**config.mk**
```make
export PLATFORM = sky130hd
export DESIGN_NAME = image_io_sequencer
export DESIGN_NICKNAME = d
export VERILOG_FILES = /design/src/rtl/image_io_pkg.sv /design/src/rtl/image_io_sequencer_mem_port_mux.sv /design/src/rtl/image_io_sequencer.sv
export SDC_FILE = /design/constraint.sdc
export NUM_CORES = 1
export LEC_CHECK = 0
export ABC_AREA = 0
export ABC_CLOCK_PERIOD_IN_PS = 2900
export CORE_AREA = 2 2 88 112
export CTS_CLUSTER_SIZE = 30
export DETAILED_ROUTE_END_ITERATION = 8
export DIE_AREA = 0 0 90 114
export GPL_TIMING_DRIVEN = 0
export PLACE_DENSITY_LB_ADDON = 0.05
export SLEW_MARGIN = 20
export SYNTH_ARGS = -nofsm -noshare
export SYNTH_HDL_FRONTEND = slang
export SYNTH_HIERARCHICAL = 1
export SYNTH_SLANG_ARGS = --single-unit
```
**constraint.sdc**
```tcl
create_clock -name clk -period 2.9 [get_ports clk]
set_input_delay 0.435 -clock clk [delete_from_list [all_inputs] [get_ports clk]]
set_output_delay 0.435 -clock clk [all_outputs]
set_load 0.05 [all_outputs]
```
**src/rtl/image_io_pkg.sv**
```systemverilog
// Shared types and default sizing for the downsampling image I/O sequencer.
// The default sizes match the processor top so both ends agree on the RAM map.
package image_io_pkg;

  localparam int          DATA_W        = 8;
  localparam int          DEF_ADDR_W    = 16;
  localparam int          DEF_IN_BYTES  = 16384;
  localparam logic [15:0] DEF_OUT_BASE  = 16'h4000;
  localparam int          DEF_OUT_BYTES = 4096;

  typedef enum logic [2:0] {
    ST_IDLE,
    ST_LOAD,
    ST_RUN,
    ST_DUMP_ADDR,
    ST_DUMP_DATA,
    ST_DONE
  } seq_state_t;

endpackage

```
**src/rtl/image_io_sequencer_mem_port_mux.sv**
```systemverilog
// Combinational data-RAM port select: the processor owns the port while running, the sequencer otherwise.
// Zero latency and no flow control; proc_din reads as 0 whenever the processor does not own the port.
module mem_port_mux
  import image_io_pkg::*;
#(
  parameter int ADDR_W = DEF_ADDR_W
) (
  input  logic              sel_proc,
  input  logic [ADDR_W-1:0] seq_addr,
  input  logic [DATA_W-1:0] seq_wdata,
  input  logic              seq_we,
  input  logic [ADDR_W-1:0] proc_addr,
  input  logic [DATA_W-1:0] proc_dout,
  input  logic              proc_write,
  input  logic [DATA_W-1:0] mem_rdata,
  output logic [ADDR_W-1:0] mem_addr,
  output logic [DATA_W-1:0] mem_wdata,
  output logic              mem_we,
  output logic [DATA_W-1:0] proc_din
);

  always_comb begin
    mem_addr  = seq_addr;
    mem_wdata = seq_wdata;
    mem_we    = seq_we;
    proc_din  = '0;
    if (sel_proc) begin
      mem_addr  = proc_addr;
      mem_wdata = proc_dout;
      mem_we    = proc_write;
      proc_din  = mem_rdata;
    end
  end

endmodule

```
**src/rtl/image_io_sequencer.sv**
```systemverilog
// Loads an image into data RAM, runs the processor until finish, then streams the result out.
// Load accepts one byte per cycle; dump issues one byte per 2 cycles and holds it while out_ready is low.
module image_io_sequencer
  import image_io_pkg::*;
#(
  parameter int                ADDR_W    = DEF_ADDR_W,
  parameter int                IN_BYTES  = DEF_IN_BYTES,
  parameter logic [ADDR_W-1:0] OUT_BASE  = ADDR_W'(DEF_OUT_BASE),
  parameter int                OUT_BYTES = DEF_OUT_BYTES
) (
  input  logic              clk,
  input  logic              rst_n,
  input  logic              start,
  input  logic              in_valid,
  input  logic [DATA_W-1:0] in_data,
  output logic              in_ready,
  output logic              out_valid,
  output logic [DATA_W-1:0] out_data,
  input  logic              out_ready,
  output logic              proc_enable,
  input  logic              proc_finish,
  input  logic [ADDR_W-1:0] proc_addr,
  input  logic [DATA_W-1:0] proc_dout,
  input  logic              proc_read,
  input  logic              proc_write,
  output logic [DATA_W-1:0] proc_din,
  output logic [ADDR_W-1:0] mem_addr,
  output logic [DATA_W-1:0] mem_wdata,
  output logic              mem_we,
  input  logic [DATA_W-1:0] mem_rdata,
  output logic              busy,
  output logic              done
);

  localparam int              CNT_W     = ADDR_W + 1;
  localparam logic [CNT_W-1:0] LOAD_LAST = CNT_W'(IN_BYTES - 1);
  localparam logic [CNT_W-1:0] DUMP_LAST = CNT_W'(OUT_BYTES - 1);

  generate
    if (IN_BYTES < 1 || OUT_BYTES < 1) begin : g_bad_size
      $error("image_io_sequencer: IN_BYTES and OUT_BYTES must be at least 1");
    end
  endgenerate

  seq_state_t        state, state_nxt;
  logic [CNT_W-1:0]  load_cnt, dump_cnt;
  logic [ADDR_W-1:0] seq_addr;
  logic [DATA_W-1:0] seq_wdata;
  logic              seq_we;
  logic              load_acc, out_acc;
  logic              unused_read;

  // RAM read latency is absorbed by the processor itself.
  assign unused_read = proc_read;

  assign in_ready = (state == ST_LOAD);
  assign load_acc = in_valid && in_ready;
  assign out_acc  = out_valid && out_ready;
  assign busy     = (state == ST_LOAD) || (state == ST_RUN) ||
                    (state == ST_DUMP_ADDR) || (state == ST_DUMP_DATA);
  assign done     = (state == ST_DONE);

  // The dump address is held through DUMP_DATA with no writes, so the RAM keeps
  // returning the same byte and out_data stays stable during a stall.
  assign out_data = (state == ST_DUMP_DATA) ? mem_rdata : '0;

  always_ff @(posedge clk) begin
    if (!rst_n) state <= ST_IDLE;
    else        state <= state_nxt;
  end

  always_comb begin
    state_nxt = state;
    seq_addr  = '0;
    seq_wdata = '0;
    seq_we    = 1'b0;
    unique case (state)
      ST_IDLE: if (start) state_nxt = ST_LOAD;
      ST_LOAD: begin
        seq_addr  = load_cnt[ADDR_W-1:0];
        seq_wdata = in_data;
        seq_we    = load_acc;
        if (load_acc && load_cnt == LOAD_LAST) state_nxt = ST_RUN;
      end
      ST_RUN: if (proc_finish) state_nxt = ST_DUMP_ADDR;
      ST_DUMP_ADDR: begin
        seq_addr  = OUT_BASE + dump_cnt[ADDR_W-1:0];
        state_nxt = ST_DUMP_DATA;
      end
      ST_DUMP_DATA: begin
        seq_addr = OUT_BASE + dump_cnt[ADDR_W-1:0];
        if (out_acc) state_nxt = (dump_cnt == DUMP_LAST) ? ST_DONE : ST_DUMP_ADDR;
      end
      ST_DONE: if (start) state_nxt = ST_LOAD;
      default: state_nxt = ST_IDLE;
    endcase
  end

  always_ff @(posedge clk) begin
    if (!rst_n) begin
      load_cnt    <= '0;
      dump_cnt    <= '0;
      proc_enable <= 1'b0;
      out_valid   <= 1'b0;
    end else begin
      if (state != ST_LOAD && state_nxt == ST_LOAD) load_cnt <= '0;
      else if (load_acc)                             load_cnt <= load_cnt + 1'b1;

      if (state == ST_RUN && state_nxt == ST_DUMP_ADDR) dump_cnt <= '0;
      else if (out_acc)                                 dump_cnt <= dump_cnt + 1'b1;

      proc_enable <= (state_nxt == ST_RUN);

      if (state == ST_DUMP_ADDR) out_valid <= 1'b1;
      else if (out_acc)          out_valid <= 1'b0;
    end
  end

  mem_port_mux #(.ADDR_W(ADDR_W)) u_mem_port_mux (
    .sel_proc   (state == ST_RUN),
    .seq_addr   (seq_addr),
    .seq_wdata  (seq_wdata),
    .seq_we     (seq_we),
    .proc_addr  (proc_addr),
    .proc_dout  (proc_dout),
    .proc_write (proc_write),
    .mem_rdata  (mem_rdata),
    .mem_addr   (mem_addr),
    .mem_wdata  (mem_wdata),
    .mem_we     (mem_we),
    .proc_din   (proc_din)
  );

endmodule

```
# Yosys cells after proc, flatten, opt, wreduce, memory -nomap -nowiden
# Index checks and enable logic that the tools add are counted.
# Widths: inputs -> output; s select.
word_totals:
  inputBits: 48
  out_inout_bits: 46
  reg_bits: 39
op_classes:
  eq_ne: 11
  mux: 16
  n_reduce_logical: 14
  n_bitwise: 1
  add_sub_neg: 3
ops:
  columns: ["op", "count"]
  rows:
  - ["$add 17x1->17 const B", 2]
  - ["$mux 8", 4]
  - ["$pmux 16 s2", 1]
  - ["$eq 17x12->1 const B", 1]
  - ["$eq 17x14->1 const B", 1]
  - ["$add 15x16->16 const A", 1]
  - ["$mux 16", 1]
  - ["$mux 3", 5]
  - ["$pmux 3 s5", 1]
  - ["$eq 3x2->1 const B", 4]
  - ["$reduce_or 2->1", 4]
  - ["$eq 3x1->1 const B", 2]
  - ["$eq 3x3->1 const B", 2]
  - ["$logic_and 1x1->1", 5]
  - ["$mux 1", 4]
  - ["$logic_not 3->1", 1]
  - ["$logic_or 1x1->1", 3]
  - ["$ne 3x1->1 const B", 1]
  - ["$reduce_bool 2->1", 1]
  - ["$not 1->1", 1]

# Logic depth before layout (Yosys ltp)
# Gate-level depths: netlist (run 1).
depth:
  word_depth: 8
  ltp_mapped: 9
  ltp_nobuf: 7

# Hierarchy
# The synthesis (run 1) kept the hierarchy.
by_module_without_submodules:
  columns: ["module", "area_per_inst_um2", "cells_per_inst", "n_inst"]
  rows:
  - ["image_io_sequencer", 2220.9, 256, 1]
  - ["mem_port_mux", 476.7, 37, 1]

# Least setup slack after synthesis (run 1)
# OpenSTA, ideal clock, no wires.
synth_path:
  kind: "flip-flop to output port"
  from: "register state[0]"
  to: "output mem_wdata[7]"
  path_slack_ps: 107
  arrival_time_ps: 2358
  stages_incl_launch_ff: 6
  path_cell_list: "dfxtp_1 > clkbuf_1 > nor3b_1 > clkbuf_1 > and2_1 > mux2_2"
synth_via:
  elab_chain_cells: 3
  elab_cells_between_ends: 4
  classes_between: "eq/ne (2); mux (2)"
synth_rtl:
  columns: ["element", "line_no", "rtl"]
  rows:
  - ["from (decl)", "image_io_sequencer.sv:45", "seq_state_t state, state_nxt;"]
  - ["from (signal assigned)", "image_io_sequencer.sv:69", "else state <= state_nxt;"]
  - ["$eq 3x1->1", null, null]
  - ["named net in_ready", "image_io_sequencer.sv:16", "output logic in_ready,"]
  - ["$mux 8", "image_io_sequencer.sv:77", "unique case (state)"]
  - ["named net seq_wdata[7]", "image_io_sequencer.sv:48", "logic [DATA_W-1:0] seq_wdata;"]
  - ["$mux 8", "image_io_sequencer_mem_port_mux.sv:27", "if (sel_proc) begin"]
  - ["to (decl)", "image_io_sequencer.sv:28", "output logic [DATA_W-1:0] mem_wdata,"]
# The timed path passes the listed nets, and every way through them passes these cells.

# Worst setup path in the final report (run 1)
layout_path:
  from: "register state[1]"
  to: "output out_data[2]"
layout_via:
  elab_chain_cells: 2
layout_rtl:
  columns: ["element", "line_no", "rtl"]
  rows:
  - ["$eq 3x3->1", "image_io_sequencer.sv:65", "assign out_data = (state == ST_DUMP_DATA) ? mem_rdata : '0;"]
  - ["$mux 8", "image_io_sequencer.sv:65", null]
  - ["to (decl)", "image_io_sequencer.sv:18", "output logic [DATA_W-1:0] out_data,"]
# No other way between the ends.

==> run summary, run 1 <==
The flow ran to the end, and the final reports show no timing, DRC or antenna violations. The die boundary height came out at 114 um. The leakage power total is 1.58 nW. The global router's overall resource usage is 0.154. The share of synthesized area in the top cell type comes to 0.289. The worst hold path belongs to the class flip-flop to flip-flop.

The average footprint of a synthesized cell came out at 9.21 um^2. The critical path is of the flip-flop to output pin type. The largest buffer count on any clock path is 2. The net count of the finished layout came out at 448. The number of port buffers is 92.

The most used flip-flop cell after synthesis is sky130_fd_sc_hd__dfxtp_1. In this run the horizontal extent of the chip is 90 um. The final wirelength is 7880 um. The clock skew is 0.00665 ns. The number of hold-slack violations in the final timing report came to 0.

The count of final setup violators came out at 0. The via count of the first global-routing pass came out at 2420. The final RePlAce weighted congestion is 0.805.

Once placement finished, the instance area stood at 3780 um^2. The number of pins exceeding their max-slew limit in the final report came to 0. The total overflow left after global routing is 0. Based on the critical path, the design can be clocked at up to 358 MHz. In the post-synthesis netlist, the cell with the most instances is sky130_fd_sc_hd__dfxtp_1. The relative area change from synthesis to final layout is 46.2%. The floorplan step defined a core boundary enclosing 9310 um^2. Walking the worst path, the cells encountered are buf_2 -> nand2b_1 -> nor2_2 -> and2_1 -> clkdlybuf4s50_1.

The count of maximum capacitance violations is 0. The register area share after synthesis came out at 0.289. Ranked by instance count, the synthesized netlist is headed by sky130_fd_sc_hd__dfxtp_1, sky130_fd_sc_hd__and2_1, sky130_fd_sc_hd__nor2_1, sky130_fd_sc_hd__mux2_4, sky130_fd_sc_hd__nand2_1. The floorplan has 40 rows. After layout, the design draws a total of 1.26 mW. The global-route wire length before repair came out at 12700 um. The library cell occupying the most area in the post-synthesis netlist is sky130_fd_sc_hd__dfxtp_1. The count of cell types in the netlist is 40. The slowest stage of the critical path belongs to the cell sky130_fd_sc_hd__clkdlybuf4s50_1.

The async set-or-reset flop fraction in the synthesized netlist is 0. The synthesized netlist net count came out at 345. The maximum number of pins on one net before global-route repair is 12.

The critical path required time came out at 2.47 ns. For this design, the sink count on the clock tree is 39. STA classifies the critical path startpoint as a flip-flop.

The violation count after the first detailed-routing iteration came out at 80. The remaining design rule violation count is 0. The maximum ir drop on the vdd rail is 0.000227 V. The number of enable flip-flop cells after synthesis is 0.

The estimated wirelength of the detail-placed design is 5970 um. In this run the clock root is driven by a sky130_fd_sc_hd__clkbuf_16. In this run, post-CTS hold repair placed 0 buffers. Sorting the synthesized cells by area gives the leading types as sky130_fd_sc_hd__dfxtp_1, sky130_fd_sc_hd__mux2_4, sky130_fd_sc_hd__and2_1. The H-tree generated during clock tree synthesis spans 2 levels. The peak per-stage delay on the critical path came out at 0.79 ns.

The area enclosed by the die boundary came out at 10300 um^2. The clock period minus worst slack is 2.80 ns. Setup repair after global routing could not meet its margin everywhere. The I/O pin total came out at 94. The initial utilization of the core area, before any placement, comes to 0.290. The relative slew slack is 0.378. The ratio of routed vias to standard cells is 4.80. The final total negative setup slack came out at 0 ns. The total non-filler cell area in the finished layout is 3950 um^2. The number of warning messages in the yosys log is 6.

The area of the mapped netlist came out at 2700 um^2. The first detailed-routing pass ran for 4 iterations. The average routed wire per standard cell came out at 15.1 um. The clock edge transition at the registers on the reported setup and hold paths came out at 0.06 ns. Of the available clock period, the critical path in the final layout requires 0.964. The initial antenna violation count is 0. Buffers inserted during clock tree synthesis total 5. The filler cell count came out at 983. The number of standard cells after synthesis is 293. The critical path endpoint category is an output pin. The number of routed nets with antenna violations is 0.

The largest fanout on the critical path is 10. In the final layout, the share of cells above drive strength 1 is 0.217. The data arrival time at the worst-slack endpoint is 2.36 ns.

The areal power density over the cells came out at 320 nW/um^2. At the pin with the least slew margin, the transition time is 0.925 ns. The TritonCTS clock tree is yes.

The number of antenna repair diodes came out at 0. The total via count after detailed routing came out at 2510. The clock latency on the worst-skew pair is 0.29 ns.

The register bit count reported by yosys came out at 39.
## what timing repair did
action,in CTS,in global routing
endpoints found under the setup margin,42,31
resized for setup,61,29
endpoints found under the hold margin,0,0
pin swaps,0,0
cloned,0,0
buffers inserted,2,2
## report_power, final
| group | leakage (nW) | internal [mW] | switching, mW |
|---|---|---|---|
| Sequential | 0.314 | 0.538 | 0.00193 |
| Combinational | 1.20 | 0.0898 | 0.0959 |
| Clock | 0.0679 | 0.318 | 0.219 |
| Total | 1.58 | 0.946 | 0.317 |
## critical path, delay by kind of cell (launching register included)
kind / cells / cell delay (ns)
buffers and inverters: 2 / 0.95
flip-flops: 1 / 0.29
AND/OR/NAND/NOR: 3 / 0.82
## worst paths after layout
| kind | from | end | slack (ns) | cells past startpoint |
|---|---|---|---|---|
| worst max-delay path | state[1]$_SDFF_PN0_ | out_data[2] | 0.10 | 5 |
| worst min register to register | dump_cnt[11]$_SDFFE_PP0P_ | dump_cnt[11]$_SDFFE_PP0P_ | 0.51 | 2 |
| worst max register to register | dump_cnt[14]$_SDFFE_PP0P_ | load_cnt[7]$_SDFFE_PP0P_ | 0.49 | 7 |
| worst min-delay path | dump_cnt[11]$_SDFFE_PP0P_ | dump_cnt[11]$_SDFFE_PP0P_ | 0.51 | 2 |
## layout by cell type (no fill, tap or decap), drive strengths merged, types with 4 or more instances in the layout
master / count
nand2: 22
a21oi: 8
and4: 4
xnor2: 17
dfxtp: 39
clkdlybuf4s50: 53
xor2: 14
mux2: 25
nor3: 7
buf: 15
clkbuf: 23
dlymetal6s2s: 7
ha: 4
a211oi: 17
nand4: 5
inv: 11
a22o: 15
nor2: 24
dlygate4sd2: 11
o21ai: 4
and2: 25
nand3: 10
clkdlybuf4s15: 11
## flip-flops by register name, indices dropped and copies added (netlist names)
signal / flops
dump_cnt: 17
load_cnt: 17
out_valid: 1
proc_enable: 1
state: 3
## through the flow
step	utilization	setup WS (ns)	hold slack, ns	instances
2_1_floorplan	-	0.107	0.466	293
3_3_place_gp	0.406	-1.11	0.485	511
3_5_place_dp	0.406	-0.698	0.500	511
4_1_cts	0.424	-0.0136	0.510	521
5_1_grt	0.424	-0.00945	0.541	523
6_report	0.424	0.103	0.511	523
## cell families (layout without fill, tap and decap cells)
kind of cell	count (synthesis)	after routing	synth area share
simple gates	119	119	0.243
compound gates	46	46	0.143
flops	39	39	0.289
xor+xnor	31	31	0.101
buf+inv	28	132	0.0663
mux	26	26	0.139
fa+ha+maj	4	4	0.0186
## layer usage
metal  GRT usage  wire length, um  part of all wire  vias up
met5           0                0                 0        -
met4      0.0595               97             0.012        0
met3      0.0357              496             0.063        5
met2       0.253             3580              0.45       91
met1       0.198             3700              0.47     1170
li1            -                -                 -     1244
## final cells by class
cell class / instances / area [um^2] / share of cell area
Clock inverter: 1 / 5.00 / 0.00127
Tap cell: 126 / 158 / 0.0400
Buffer: 17 / 143 / 0.0362
Timing Repair Buffer: 96 / 917 / 0.232
Inverter: 11 / 41.3 / 0.0105
Multi-Input combinational cell: 226 / 1770 / 0.448
Clock buffer: 7 / 133 / 0.0336
Sequential cell: 39 / 781 / 0.198
Note: power is estimated with default switching activity, not from simulation.
==> inputs of run 2 (changes only) <==
- SLEW_MARGIN: 20 -> unset
==> run 2 against run 1 <==
- critical endpoint unchanged
- design area is 1.0% higher
- utilization is 0.44 points higher
- sequential power rose by 0.7%
- via count fell by 1.9%
- largest cell class unchanged
- count of clock-buffer cells in the layout unchanged
- cell count is 0.57% lower
- clock power shrank 1%
- critical path depth is the same
- global-route usage shrank 0.070 points
- largest power group unchanged
==> run summary, run 2 (same netlist as run 1, synthesis figures left out) <==
The flow ran to the end, and the final reports show no timing, DRC or antenna violations. STA classifies the critical path endpoint as an output pin. TritonCTS built the clock tree. The estimated wirelength of the detail-placed design is 5970 um (about the same).

The CTS H-tree depth was 2 (unchanged). The peak per-stage delay on the critical path came out at 0.79 ns (about the same). The number of port buffers is 92 (unchanged). The number of sinks handled by clock tree synthesis came to 39 (unchanged). The endpoint identified for the worst register-to-register timing path is load_cnt[7]$_SDFFE_PP0P_.

The area taken by flip-flops and latches came out at 782 um^2 (+0.16%). The final total negative setup slack came to 0 ns (unchanged). The fraction of layout instances using a drive strength above 1 is 0.188 (-0.0288). The worst slack on hold paths is 0.514 ns (+0.00277 ns). The total power came out at 1.26 mW (-0.55%). The data arrival time at the worst-slack endpoint came out at 2.36 ns (about the same). The clock skew is 0.00705 ns (+0.000395 ns). The critical path is of the flip-flop to output pin type. The final wirelength was 7840 um (-0.46%). The first-pass detailed-route iteration total is 4 (unchanged). The area of the multi-input gates is 1770 um^2 (unchanged). The number of antenna repair diodes came out at 0 (unchanged). The filler cell count is 998 (+1.5%). Setup repair after global routing could not meet its margin everywhere. Compared with the post-synthesis result, the final layout area differs by 47.8%. The clock edge transition at the registers on the reported setup and hold paths came out at 0.06 ns (about the same). The core box area came out at 9310 um^2 (unchanged). The ratio of routed vias to standard cells is 4.73 (-1.3%). The average routed wire per standard cell is 15.1 um (+0.12%). The worst hold path belongs to the class flip-flop to flip-flop. The I/O pin total came out at 94 (unchanged). The leakage power total came out at 1.68 nW (+6.5%).

In this run the clock root is driven by a sky130_fd_sc_hd__clkbuf_16. The areal power density over the cells came out at 315 nW/um^2 (-1.6%). The count of final setup violators is 0 (unchanged).

The net count of the finished layout is 445 (-0.67%). The width of the die is 90 um (unchanged). In the final layout, the registers with the most flip-flops are dump_cnt (17), load_cnt (17), state (3). The library cell used most frequently in the layout, excluding fill and tap cells, is sky130_fd_sc_hd__clkdlybuf4s50_1.

The number of pins exceeding their max-slew limit in the final report was 0 (unchanged). The final RePlAce weighted congestion is 0.805 (unchanged). The number of hold-slack violations in the final timing report came out at 0 (unchanged). The slack of the worst reg-to-reg path came out at 0.52 ns (+0.03 ns). The type of element launching the critical path is a flip-flop.

The number of buffers inserted during clock tree synthesis is 5 (unchanged). The number of routed nets with antenna violations came out at 0 (unchanged). The global-route wire length before repair came out at 12600 um (-0.54%). The sum of overflow across all layers after global routing is 0 (unchanged). The peak clock frequency supported by timing came to 358 MHz (about the same). The most critical setup path has its endpoint at out_data[2].

The relative slew slack is 0.376 (-0.00202). The number of core rows is 40 (unchanged). The number of hold-repair buffers added at the cts stage is 0 (unchanged). The total via count after detailed routing was 2462 (-1.9%). The clock latency on the worst-skew pair is 0.28 ns (about the same). The startpoint identified for the worst register-to-register timing path is dump_cnt[14]$_SDFFE_PP0P_. The length in cells of the worst reg-to-reg path is 7 (unchanged). The largest buffer count on any clock path came out at 2 (unchanged). The violation count after the first detailed-routing iteration was 103 (+29%). The maximum number of pins on one net before global-route repair came out at 13 (+1). The effective utilization at floorplan is 0.290 (unchanged). Traced cell by cell, the critical path runs through buf_2 -> nand2b_1 -> nor2_2 -> and2_1 -> clkdlybuf4s50_1. The count of maximum capacitance violations came out at 0 (unchanged). The transition time at the pin with the least slew margin came out at 0.928 ns (+0.00300 ns). The top cell types in the final layout, fill and taps aside, are sky130_fd_sc_hd__clkdlybuf4s50_1, sky130_fd_sc_hd__dfxtp_1, sky130_fd_sc_hd__and2_1.

The remaining design rule violation count is 0 (unchanged). The initial antenna violation count is 0 (unchanged). The share of the core filled with cells in the final layout came to 0.428 (+0.00444). The area enclosed by the die boundary is 10300 um^2 (unchanged). The least setup slack across all paths after layout is 0.103 ns (+0.000266 ns). The maximum ir drop on the vdd rail came to 0.000224 V (-1.3%).

The post-route clock period utilization came out at 0.964 (about the same). The via count of the first global-routing pass came out at 2403 (-0.70%). The critical path's slowest cell is sky130_fd_sc_hd__clkdlybuf4s50_1.

The die boundary height is 114 um (unchanged). The clock period minus worst slack came to 2.80 ns (-0.000266 ns). The critical path required time came out at 2.47 ns (about the same). The pre-CTS setup slack is -1.14 ns (-0.437 ns).

The largest fanout on the critical path is 10 (unchanged). The global router's overall resource usage came out at 0.154 (-0.000700). In this run the worst setup path begins at state[1]$_SDFF_PN0_.
run 2: cell count changes in the layout (fill, tap and decap cells not counted):
cell / delta
sky130_fd_sc_hd__buf_4: -2
sky130_fd_sc_hd__clkbuf_2: -11
sky130_fd_sc_hd__clkdlybuf4s15_1: -1
sky130_fd_sc_hd__clkdlybuf4s50_1: +1
sky130_fd_sc_hd__dfxtp_1: -1
sky130_fd_sc_hd__dfxtp_2: +1
sky130_fd_sc_hd__dlygate4sd2_1: +4
sky130_fd_sc_hd__dlymetal6s2s_1: +6
run 2: what timing repair did:
action | CTS | global route
endpoints found under the setup margin | 42 | 30
cloned | 0 | 0
setup buffers | 2 | 0
gates resized for setup | 53 | 16
run 2: layer usage:
| metal | wire length, um | global-route usage | up-vias |
|---|---|---|---|
| met5 | 0 | 0 | - |
| met4 | 133 | 0.0544 | 0 |
| met3 | 456 | 0.0350 | 8 |
| met2 | 3580 | 0.257 | 84 |
| met1 | 3670 | 0.195 | 1135 |
| li1 | - | - | 1235 |
run 2: critical path: cells and delay by family (launching register included):
family / cells / cell delay, ns
flip-flops: 1 / 0.29
buffers and inverters: 2 / 0.95
AND/OR/NAND/NOR: 3 / 0.83
run 2: worst min-delay path by stage:
stage,start,end,slack [ns],depth (start not counted)
6_report,dump_cnt[16]$_SDFFE_PP0P_,dump_cnt[16]$_SDFFE_PP0P_,0.51,2
5_1_grt,load_cnt[1]$_SDFFE_PP0P_,load_cnt[1]$_SDFFE_PP0P_,0.55,2
4_1_cts,dump_cnt[11]$_SDFFE_PP0P_,dump_cnt[11]$_SDFFE_PP0P_,0.52,2
3_5_place_dp,dump_cnt[16]$_SDFFE_PP0P_,dump_cnt[16]$_SDFFE_PP0P_,0.50,2
3_3_place_gp,dump_cnt[11]$_SDFFE_PP0P_,dump_cnt[11]$_SDFFE_PP0P_,0.49,2
2_1_floorplan,dump_cnt[1]$_SDFFE_PP0P_,dump_cnt[1]$_SDFFE_PP0P_,0.47,2
run 2: power breakdown:
part	switching, mW	internal [mW]	leakage (nW)
Combinational	0.0903	0.0907	1.30
Sequential	0.00588	0.538	0.315
Clock	0.212	0.318	0.0679
Total	0.309	0.947	1.68
run 2: through the flow:
step	instance area, um^2	cells
2_1_floorplan	2700	293
3_3_place_gp	3780	511
3_5_place_dp	3780	511
4_1_cts	3950	520
5_1_grt	3990	520
6_report	3990	520
run 2: cell type report:
class,count,area share
timing repair buffer,94,0.241
tap,126,0.0395
multi-input combinational,226,0.444
sequential,39,0.196
clock buffer,7,0.0333
clock inverter,1,0.00126
inverter,11,0.0104
buffer,16,0.0345
